File: config.mk
export PLATFORM = sky130hd
export DESIGN_NAME = pat_port_bank
export DESIGN_NICKNAME = d
export VERILOG_FILES = /design/src/rtl/pat_pkg.sv /design/src/rtl/pat_sync_edge.sv /design/src/rtl/pat_port_bank.sv
export SDC_FILE = /design/constraint.sdc
export NUM_CORES = 1
export LEC_CHECK = 0
export ABC_AREA = 0
export CAP_MARGIN = 40
export CORE_UTILIZATION = 43
export DETAILED_ROUTE_END_ITERATION = 10
export PLACE_DENSITY = 0.77
export SLEW_MARGIN = 10
export SYNTH_ARGS = -nofsm -noshare
export SYNTH_HDL_FRONTEND = slang
export SYNTH_SLANG_ARGS = --single-unit
File: constraint.sdc
create_clock -name clk -period 2.5 [get_ports clk]
set_input_delay 0.5 -clock clk [delete_from_list [all_inputs] [get_ports clk]]
set_output_delay 0.5 -clock clk [all_outputs]
set_load 0.03 [all_outputs]
File: src/rtl/pat_pkg.sv
// -----------------------------------------------------------------------------
// pat_pkg
// Shared constants for the PAT port bank: port index map, port 1 status bit
// positions, the minimum port count, and a helper that sizes the ext_* ports.
// -----------------------------------------------------------------------------
package pat_pkg;

  // Port index map
  localparam int unsigned PORT_PADS = 0;
  localparam int unsigned PORT_CTRL = 1;
  localparam int unsigned PORT_EDGE = 2;
  localparam int unsigned PORT_EXT0 = 3;

  // Fewest ports the bank can be built with (ports 0..2 are fixed-function)
  localparam int unsigned MIN_PORTS = 3;

  // Port 1 input status bit positions
  localparam int unsigned CTRL_PWM_LOW   = 0;
  localparam int unsigned CTRL_PWM_HIGH  = 1;
  localparam int unsigned CTRL_EDGE_PEND = 2;

  // Width of the ext_out/ext_in buses. With only the three fixed ports there
  // is nothing to carry, but a port cannot be zero wide, so a 1-bit stub is
  // kept (driven 0 / ignored).
  function automatic int unsigned ext_width(input int unsigned n_ports,
                                            input int unsigned d_width);
    return (n_ports > PORT_EXT0) ? (n_ports - PORT_EXT0) * d_width : 1;
  endfunction

endpackage

File: src/rtl/pat_sync_edge.sv
// -----------------------------------------------------------------------------
// pat_sync_edge
// Per-bit two-flop synchroniser for asynchronous pad inputs, plus an optional
// sticky edge flag per bit (set on either edge of the synchronised bit,
// cleared by clr_i; a set in the same cycle as a clear wins).
//
// Build option: PAT_EDGE_DETECT_EN -- when undefined the flag logic is not
// built, flag_o reads 0 and clr_i is ignored. The synchroniser is always built.
//
// Ports:
//   clk_i   system clock
//   rst_ni  asynchronous active-low reset
//   d_i     raw pad inputs [WIDTH]
//   clr_i   clear all edge flags
//   sync_o  synchronised pad value [WIDTH]
//   flag_o  sticky edge flags [WIDTH]
// -----------------------------------------------------------------------------
module pat_sync_edge #(
  parameter int unsigned WIDTH = 8
) (
  input  logic             clk_i,
  input  logic             rst_ni,
  input  logic [WIDTH-1:0] d_i,
  input  logic             clr_i,
  output logic [WIDTH-1:0] sync_o,
  output logic [WIDTH-1:0] flag_o
);

  logic [WIDTH-1:0] meta_q;
  logic [WIDTH-1:0] sync_q;

  always_ff @(posedge clk_i or negedge rst_ni) begin
    if (!rst_ni) begin
      meta_q <= '0;
      sync_q <= '0;
    end else begin
      meta_q <= d_i;
      sync_q <= meta_q;
    end
  end

  assign sync_o = sync_q;

`ifdef PAT_EDGE_DETECT_EN
  logic [WIDTH-1:0] prev_q;
  logic [WIDTH-1:0] flag_q;
  logic [WIDTH-1:0] flag_d;

  // Edge is detected on the synchronised value, one cycle after it settles,
  // so the flag becomes visible on the third clock after the pad change.
  always_comb begin
    flag_d = (flag_q & ~{WIDTH{clr_i}}) | (sync_q ^ prev_q);
  end

  always_ff @(posedge clk_i or negedge rst_ni) begin
    if (!rst_ni) begin
      prev_q <= '0;
      flag_q <= '0;
    end else begin
      prev_q <= sync_q;
      flag_q <= flag_d;
    end
  end

  assign flag_o = flag_q;
`else
  logic unused_clr;
  assign unused_clr = clr_i;
  assign flag_o     = '0;
`endif

endmodule

File: src/rtl/pat_port_bank.sv
// -----------------------------------------------------------------------------
// pat_port_bank
// I/O port bank between the PAT core port arrays and the chip pads.
//   Port 0: in = synchronised pads_in,       out = pads_out register (out_wr[0])
//   Port 1: in = {0.., edge_pending, pwm_high, pwm_low}, out = PWM duty shadow
//   Port 2: in = sticky edge flags (in_rd[2] clears), out ignored
//   Port k>=3: in = ext_in slice (combinational), out = ext_out register
// PWM: free-running D_WIDTH-bit counter; duty_active reloads from the shadow
// on the wrap edge, or directly from pat_out[1] when out_wr[1] hits that edge.
//
// Build option: PAT_EDGE_DETECT_EN enables the edge flags / edge_pending.
//
// Ports:
//   clk       system clock
//   reset     asynchronous active-low reset
//   pads_in   raw pad inputs [D_WIDTH]
//   pads_out  pad outputs (port 0) [D_WIDTH]
//   pat_out   PAT output data, port k at [k*D_WIDTH +: D_WIDTH]
//   out_wr    per-port write strobes [N_PORTS]
//   pat_in    PAT input data, same packing as pat_out
//   in_rd     per-port read strobes [N_PORTS]
//   ext_out   ports 3.. outputs (1-bit stub tied 0 when N_PORTS = 3)
//   ext_in    ports 3.. inputs  (1-bit stub ignored when N_PORTS = 3)
//   pwm_high  PWM high-side drive
//   pwm_low   PWM low-side drive, complement of pwm_high
// -----------------------------------------------------------------------------
module pat_port_bank
  import pat_pkg::*;
#(
  parameter int unsigned D_WIDTH = 8,
  parameter int unsigned N_PORTS = 3
) (
  input  logic                                   clk,
  input  logic                                   reset,
  input  logic [D_WIDTH-1:0]                     pads_in,
  output logic [D_WIDTH-1:0]                     pads_out,
  input  logic [N_PORTS*D_WIDTH-1:0]             pat_out,
  input  logic [N_PORTS-1:0]                     out_wr,
  output logic [N_PORTS*D_WIDTH-1:0]             pat_in,
  input  logic [N_PORTS-1:0]                     in_rd,
  output logic [ext_width(N_PORTS, D_WIDTH)-1:0] ext_out,
  input  logic [ext_width(N_PORTS, D_WIDTH)-1:0] ext_in,
  output logic                                   pwm_high,
  output logic                                   pwm_low
);

  if (N_PORTS < MIN_PORTS) begin : g_bad_ports
    $error("pat_port_bank: N_PORTS must be at least %0d", MIN_PORTS);
  end

  logic [D_WIDTH-1:0] pads_sync;
  logic [D_WIDTH-1:0] edge_flags;
  logic               edge_pending;
  logic [D_WIDTH-1:0] ctrl_status;
  logic [D_WIDTH-1:0] duty_wdata;
  logic               wrap;

  logic [D_WIDTH-1:0] pads_out_q,    pads_out_d;
  logic [D_WIDTH-1:0] duty_shadow_q, duty_shadow_d;
  logic [D_WIDTH-1:0] duty_active_q, duty_active_d;
  logic [D_WIDTH-1:0] cnt_q,         cnt_d;

  // Strobes/data that have no function on some ports
  logic unused_strobes;
  assign unused_strobes = ^{in_rd, out_wr[PORT_EDGE],
                            pat_out[PORT_EDGE*D_WIDTH +: D_WIDTH]};

  pat_sync_edge #(
    .WIDTH (D_WIDTH)
  ) u_sync_edge (
    .clk_i  (clk),
    .rst_ni (reset),
    .d_i    (pads_in),
    .clr_i  (in_rd[PORT_EDGE]),
    .sync_o (pads_sync),
    .flag_o (edge_flags)
  );

  assign edge_pending = |edge_flags;

  // ---------------------------------------------------------------------------
  // Port 0 output register and PWM
  // ---------------------------------------------------------------------------
  assign duty_wdata = pat_out[PORT_CTRL*D_WIDTH +: D_WIDTH];
  assign wrap       = (cnt_q == '1);

  always_comb begin
    cnt_d         = cnt_q + 1'b1;
    pads_out_d    = out_wr[PORT_PADS] ? pat_out[PORT_PADS*D_WIDTH +: D_WIDTH]
                                      : pads_out_q;
    duty_shadow_d = out_wr[PORT_CTRL] ? duty_wdata : duty_shadow_q;
    duty_active_d = duty_active_q;
    // A write landing on the wrap edge bypasses the shadow so it takes effect
    // in the period that is just starting.
    if (wrap) begin
      duty_active_d = out_wr[PORT_CTRL] ? duty_wdata : duty_shadow_q;
    end
  end

  always_ff @(posedge clk or negedge reset) begin
    if (!reset) begin
      cnt_q         <= '0;
      pads_out_q    <= '0;
      duty_shadow_q <= '0;
      duty_active_q <= '0;
    end else begin
      cnt_q         <= cnt_d;
      pads_out_q    <= pads_out_d;
      duty_shadow_q <= duty_shadow_d;
      duty_active_q <= duty_active_d;
    end
  end

  assign pads_out = pads_out_q;
  assign pwm_high = (cnt_q < duty_active_q);
  assign pwm_low  = ~pwm_high;

  // ---------------------------------------------------------------------------
  // PAT input ports 0..2
  // ---------------------------------------------------------------------------
  always_comb begin
    ctrl_status                 = '0;
    ctrl_status[CTRL_PWM_LOW]   = pwm_low;
    ctrl_status[CTRL_PWM_HIGH]  = pwm_high;
    ctrl_status[CTRL_EDGE_PEND] = edge_pending;
  end

  assign pat_in[PORT_EXT0*D_WIDTH-1:0] = {edge_flags, ctrl_status, pads_sync};

  // ---------------------------------------------------------------------------
  // Extension ports 3..N_PORTS-1
  // ---------------------------------------------------------------------------
  if (N_PORTS > PORT_EXT0) begin : g_ext
    for (genvar k = PORT_EXT0; k < N_PORTS; k++) begin : g_port
      logic [D_WIDTH-1:0] ext_q, ext_d;

      assign ext_d = out_wr[k] ? pat_out[k*D_WIDTH +: D_WIDTH] : ext_q;

      always_ff @(posedge clk or negedge reset) begin
        if (!reset) begin
          ext_q <= '0;
        end else begin
          ext_q <= ext_d;
        end
      end

      assign ext_out[(k-PORT_EXT0)*D_WIDTH +: D_WIDTH] = ext_q;
    end

    assign pat_in[N_PORTS*D_WIDTH-1:PORT_EXT0*D_WIDTH] = ext_in;
  end else begin : g_no_ext
    logic unused_ext;
    assign ext_out    = '0;
    assign unused_ext = ^ext_in;
  end

endmodule

; ---- After elaboration in Yosys (flattened, before gate mapping)
; Cells that the tools add are included.
[word_totals]
output_inout_bits = 35
input_bits = 41
wordCells = 11
reg_bits = 48
[classes]
mux = 1
bitwise = 1
order_cmp = 1
n_addsub = 1
eq_ne = 1
[op_table]
columns = op, n
row1 = adder 8 x 1 -> 8 bit (second input constant), 1
row2 = == test 8 bit (second input constant), 1
row3 = < comparator 8 bit, 1
row4 = 2-to-1 mux 8 bit, 1
row5 = inverter 1 bit, 1

; ---- Depth between registers and ports, before layout
[depth]
depth_word = 2
depth_mapped = 6
ltp_nobuf = 5

; ---- Modules after synthesis
; From an unflattened synthesis, not the netlist that was laid out.
[hier_totals]
hier_cells = 140
hier_area_um2 = 1953.1
[modules_own_cells]
columns = module, area_per_inst_um2, n_inst, cells_each, seq_area_each_um2
row1 = pat_port_bank, 1488.9, 1, 115, 800.8
row2 = pat_sync_edge, 464.2, 1, 25, 400.4

; ---- Worst setup path after synthesis
; OpenSTA, ideal clock, no wires.
[synth_path]
path_type = register to output
from = reg cnt_q[3]
to = out pat_in[8]
arrival_time_ps = 1972
t_required_ps = 2000
stages_incl_launch_ff = 6
path_buffers = 1
slack_ps = 28
path_cell_list = dfrtp_1 > ha_1 > nor2_1 > or3_1 > o221ai_1 > buf_4
[synth_between]
elab_chain_len = 2
[synth_lines]
columns = element, line_no
row1 = start: declaration, pat_port_bank.sv:61  ; logic [D_WIDTH-1:0] cnt_q, cnt_d;
row2 = start signal: assignment, pat_port_bank.sv:107  ; cnt_q <= cnt_d;
row3 = < comparator 8 bit, pat_port_bank.sv:115  ; assign pwm_high = (cnt_q < duty_active_q);
row4 = inverter 1 bit, pat_port_bank.sv:116  ; assign pwm_low = ~pwm_high;
row5 = end: declaration, pat_port_bank.sv:39  ; output logic [N_PORTS*D_WIDTH-1:0] pat_in,
; Every way passes these cells.

; ---- Worst setup path in the final report
[layout_path]
from = reg cnt_q[6]
to = out pat_in[9]
[layout_between]
elab_chain_len = 1
[layout_lines]
columns = element, line_no
row1 = < comparator 8 bit, pat_port_bank.sv:115
; Every way passes these cells.

==> qor.yml <==
sta:
  final_max_slew_viol_count: 0
  rsz0062_at_grt: "false"
  hold_viol: 0
  skew_ns: 0.00625
  post-route-period-util_pct: 96.7
  finalSetupViolCount: 0
  clock.fmax_ghz: 0.414
  period_needed_ns: 2.42
  final.setup.worst_slack_ns: 0.0830
  tns_ns: 0
run_status:
  status: "finished clean"
layout:
  area_growth_pct: 34.2
  fin_util_pct: 60.0
  final_cell_area_mm2: 0.00259
  antennaDiodeCount: 0
  nNetsFinal: 243
  final_common_cell: "dfrtp_1"
  post_route_cells_drive_above_1_share_pct: 28.7
  final_cell_mix: "dfrtp_1, clkdlybuf4s50_1, mux2_2, conb_1, buf_4"
global_routing:
  met2_usage_pct: 24.8
  grt_usage_pct: 14.5
  grt_pass1_wl_um: 5370
  grt_pass1_vias: 1252
  grt_start_max_net_pins: 32
  met3_usage_pct: 7.75
  antenna_found_initial: 0
  gr-max-usage-layer: "met2"
  met1_usage_pct: 14.8
  grt.overflow.total: 0
routing:
  ant_nets: 0
  route.detailed.drc: 0
  drt_iter0_drc: 18
  drtPass1Iterations: 4
  vias: 1140
  via_per_inst: 4.62
  wl_per_cell_um: 12.7
  wirelength_um: 3150
synthesis:
  synthDistinctLibCells: 23
  ys_ff_latch: 48
  syn-cell-area_mm2: 0.00193
  avgSynthCellArea_um2: 14.2
  yosys_warnings: 0
  ys_seq_area_share_pct: 62.1
  postSynthCellCount: 136
placement:
  port-buffer-count: 47
  place_ws_ns: 0.333
  dp_hpwl_um: 2290
  post_dp_cell_area_mm2: 0.00238
  gp_congestion: 0.768
setup_path:
  r2r_slack_ns: 0.85
  ff2ff_path_depth: 4
  rr_startpoint: "cnt_q[0]$_DFF_PN0_"
  worst_setup_path_end_kind: "output pin"
  regToRegEndpoint: "duty_active_q[6]$_DFFE_PN0N_"
  cp-start-kind: "register"
  critPathMaxStageDelay_ns: 0.42
  crit_fanout: 3
  crit_arrival_ns: 1.92
  criticalPathCategory: "reg2out"
  crit_chain: "ha_1, nand2_1, or3_4, o221a_2, buf_4"
  crit_path_top_delay_cell: "dfrtp_1"
  required_ns: 2.00
die:
  dieArea_mm2: 0.00477
  start_util_pct: 44.7
  die_x_um: 69.1
  die_h_um: 69.1
  num_rows: 24
  core_mm2: 0.00432
  ioPinCount: 76
clock_network:
  clkSlewWorstSetupHoldPaths_ns: 0.09
  cts_tree: "yes"
  ctsLongestPathBuffers: 2
  htreeDepth: 2
  root_buffer: "clkbuf_8"
  clock_latency_ns: 0.30
  cts.sinks: 48
  cts_buffers: 5
worst_hold_path:
  hp-class: "in2async"
power:
  power_density_mw_per_mm2: 613
  leakagePower_uw: 0.00120
  p_total_uw: 1590
  peakVddDrop_mv: 0.486
job:
  cap_viol_max_count: 0
==> cells in the mapped netlist <==
cell	instances	area (µm²)
a211o_1	1	8.76
a21oi_1	2	10.0
a31oi_1	1	6.26
buf_2	1	5.00
buf_4	17	128
clkbuf_1	1	3.75
conb_1	1	3.75
dfrtp_1	48	1200
ha_1	8	100
inv_1	10	37.5
mux2_2	24	270
nand2_1	3	11.3
nand2b_1	1	6.26
nand3_1	1	5.00
nand3_2	2	20.0
nand4_1	1	6.26
nor2_1	4	15.0
nor3_4	1	16.3
o221a_2	1	11.3
o221ai_1	1	8.76
or3_1	1	6.26
xnor2_1	3	26.3
xor2_1	3	26.3
==> registers in the layout, summed over array words and instances (netlist names) <==
| signal | count |
|---|---|
| u_sync_edge.meta_q | 8 |
| duty_shadow_q | 8 |
| duty_active_q | 8 |
| u_sync_edge.sync_o | 8 |
| cnt_q | 8 |
| pads_out | 8 |
==> worst max-delay path by stage <==
stage	to	from	slack (ns)	depth (start not counted)
global placement	pwm_high	cnt_q[2]$_DFF_PN0_	0.36	5
detailed placement	pat_in[9]	cnt_q[2]$_DFF_PN0_	0.33	5
global route	pat_in[9]	cnt_q[7]$_DFF_PN0_	0.004	5
CTS	pat_in[9]	cnt_q[2]$_DFF_PN0_	0.01	5
finish	pat_in[9]	cnt_q[6]$_DFF_PN0_	0.08	5
floorplan	pat_in[8]	cnt_q[3]$_DFF_PN0_	0.03	5
==> critical path: cells and delay by family (launching register included) <==
| family | cells | cell delay (ns) |
|---|---|---|
| simple gates | 2 | 0.44 |
| flops | 1 | 0.42 |
| compound gates | 1 | 0.30 |
| fa+ha+maj | 1 | 0.29 |
| buf+inv | 1 | 0.17 |
==> logic make-up after synthesis <==
group | Yosys count | synth area share, %
buf+inv | 29 | 9.00
mux | 24 | 14.0
fa+ha+maj | 8 | 5.18
other cells | 1 | 0.194
simple gates | 14 | 4.47
xor+xnor | 6 | 2.72
compound gates | 6 | 2.33
flops | 48 | 62.1
==> power by group <==
group	internal [µW]	switching (µW)	leakage, µW	total [µW]
clock	301	257	0.0000548	558
sequential	814	13.4	0.000581	828
combinational	91.9	111	0.000562	203
==> timing repair <==
| action | CTS | global route |
|---|---|---|
| hold buffers | 0 | 0 |
| endpoints found under the setup margin | 2 | 4 |
| gates resized for setup | 1 | 6 |
| setup buffers | 0 | 8 |
| hold endpoints to repair | 0 | 0 |
==> area by class of cell <==
type                    instances  area (µm²)
clock buffers                   5        68.8
flip-flops and latches         48        1200
inverters                      10        37.5
clock inverters                 3        46.3
multi-input cells              73         649
fillers                       343        1730
well taps                      52        65.1
repair buffers                 56         523
==> stage by stage <==
step	cells	hold WS (ns)
5_1_grt	247	0.128
3_5_place_dp	231	0.336
3_3_place_gp	231	0.332
6_report	247	0.118
4_1_cts	239	0.117
2_1_floorplan	150	0.204
==> per-layer routing <==
metal / vias up / wire length [µm]
li1: 534 / -
met3: 4 / 323
met2: 52 / 1600
met5: - / 0
met1: 550 / 1180
met4: 0 / 40
(Power assumes the default switching activity.)
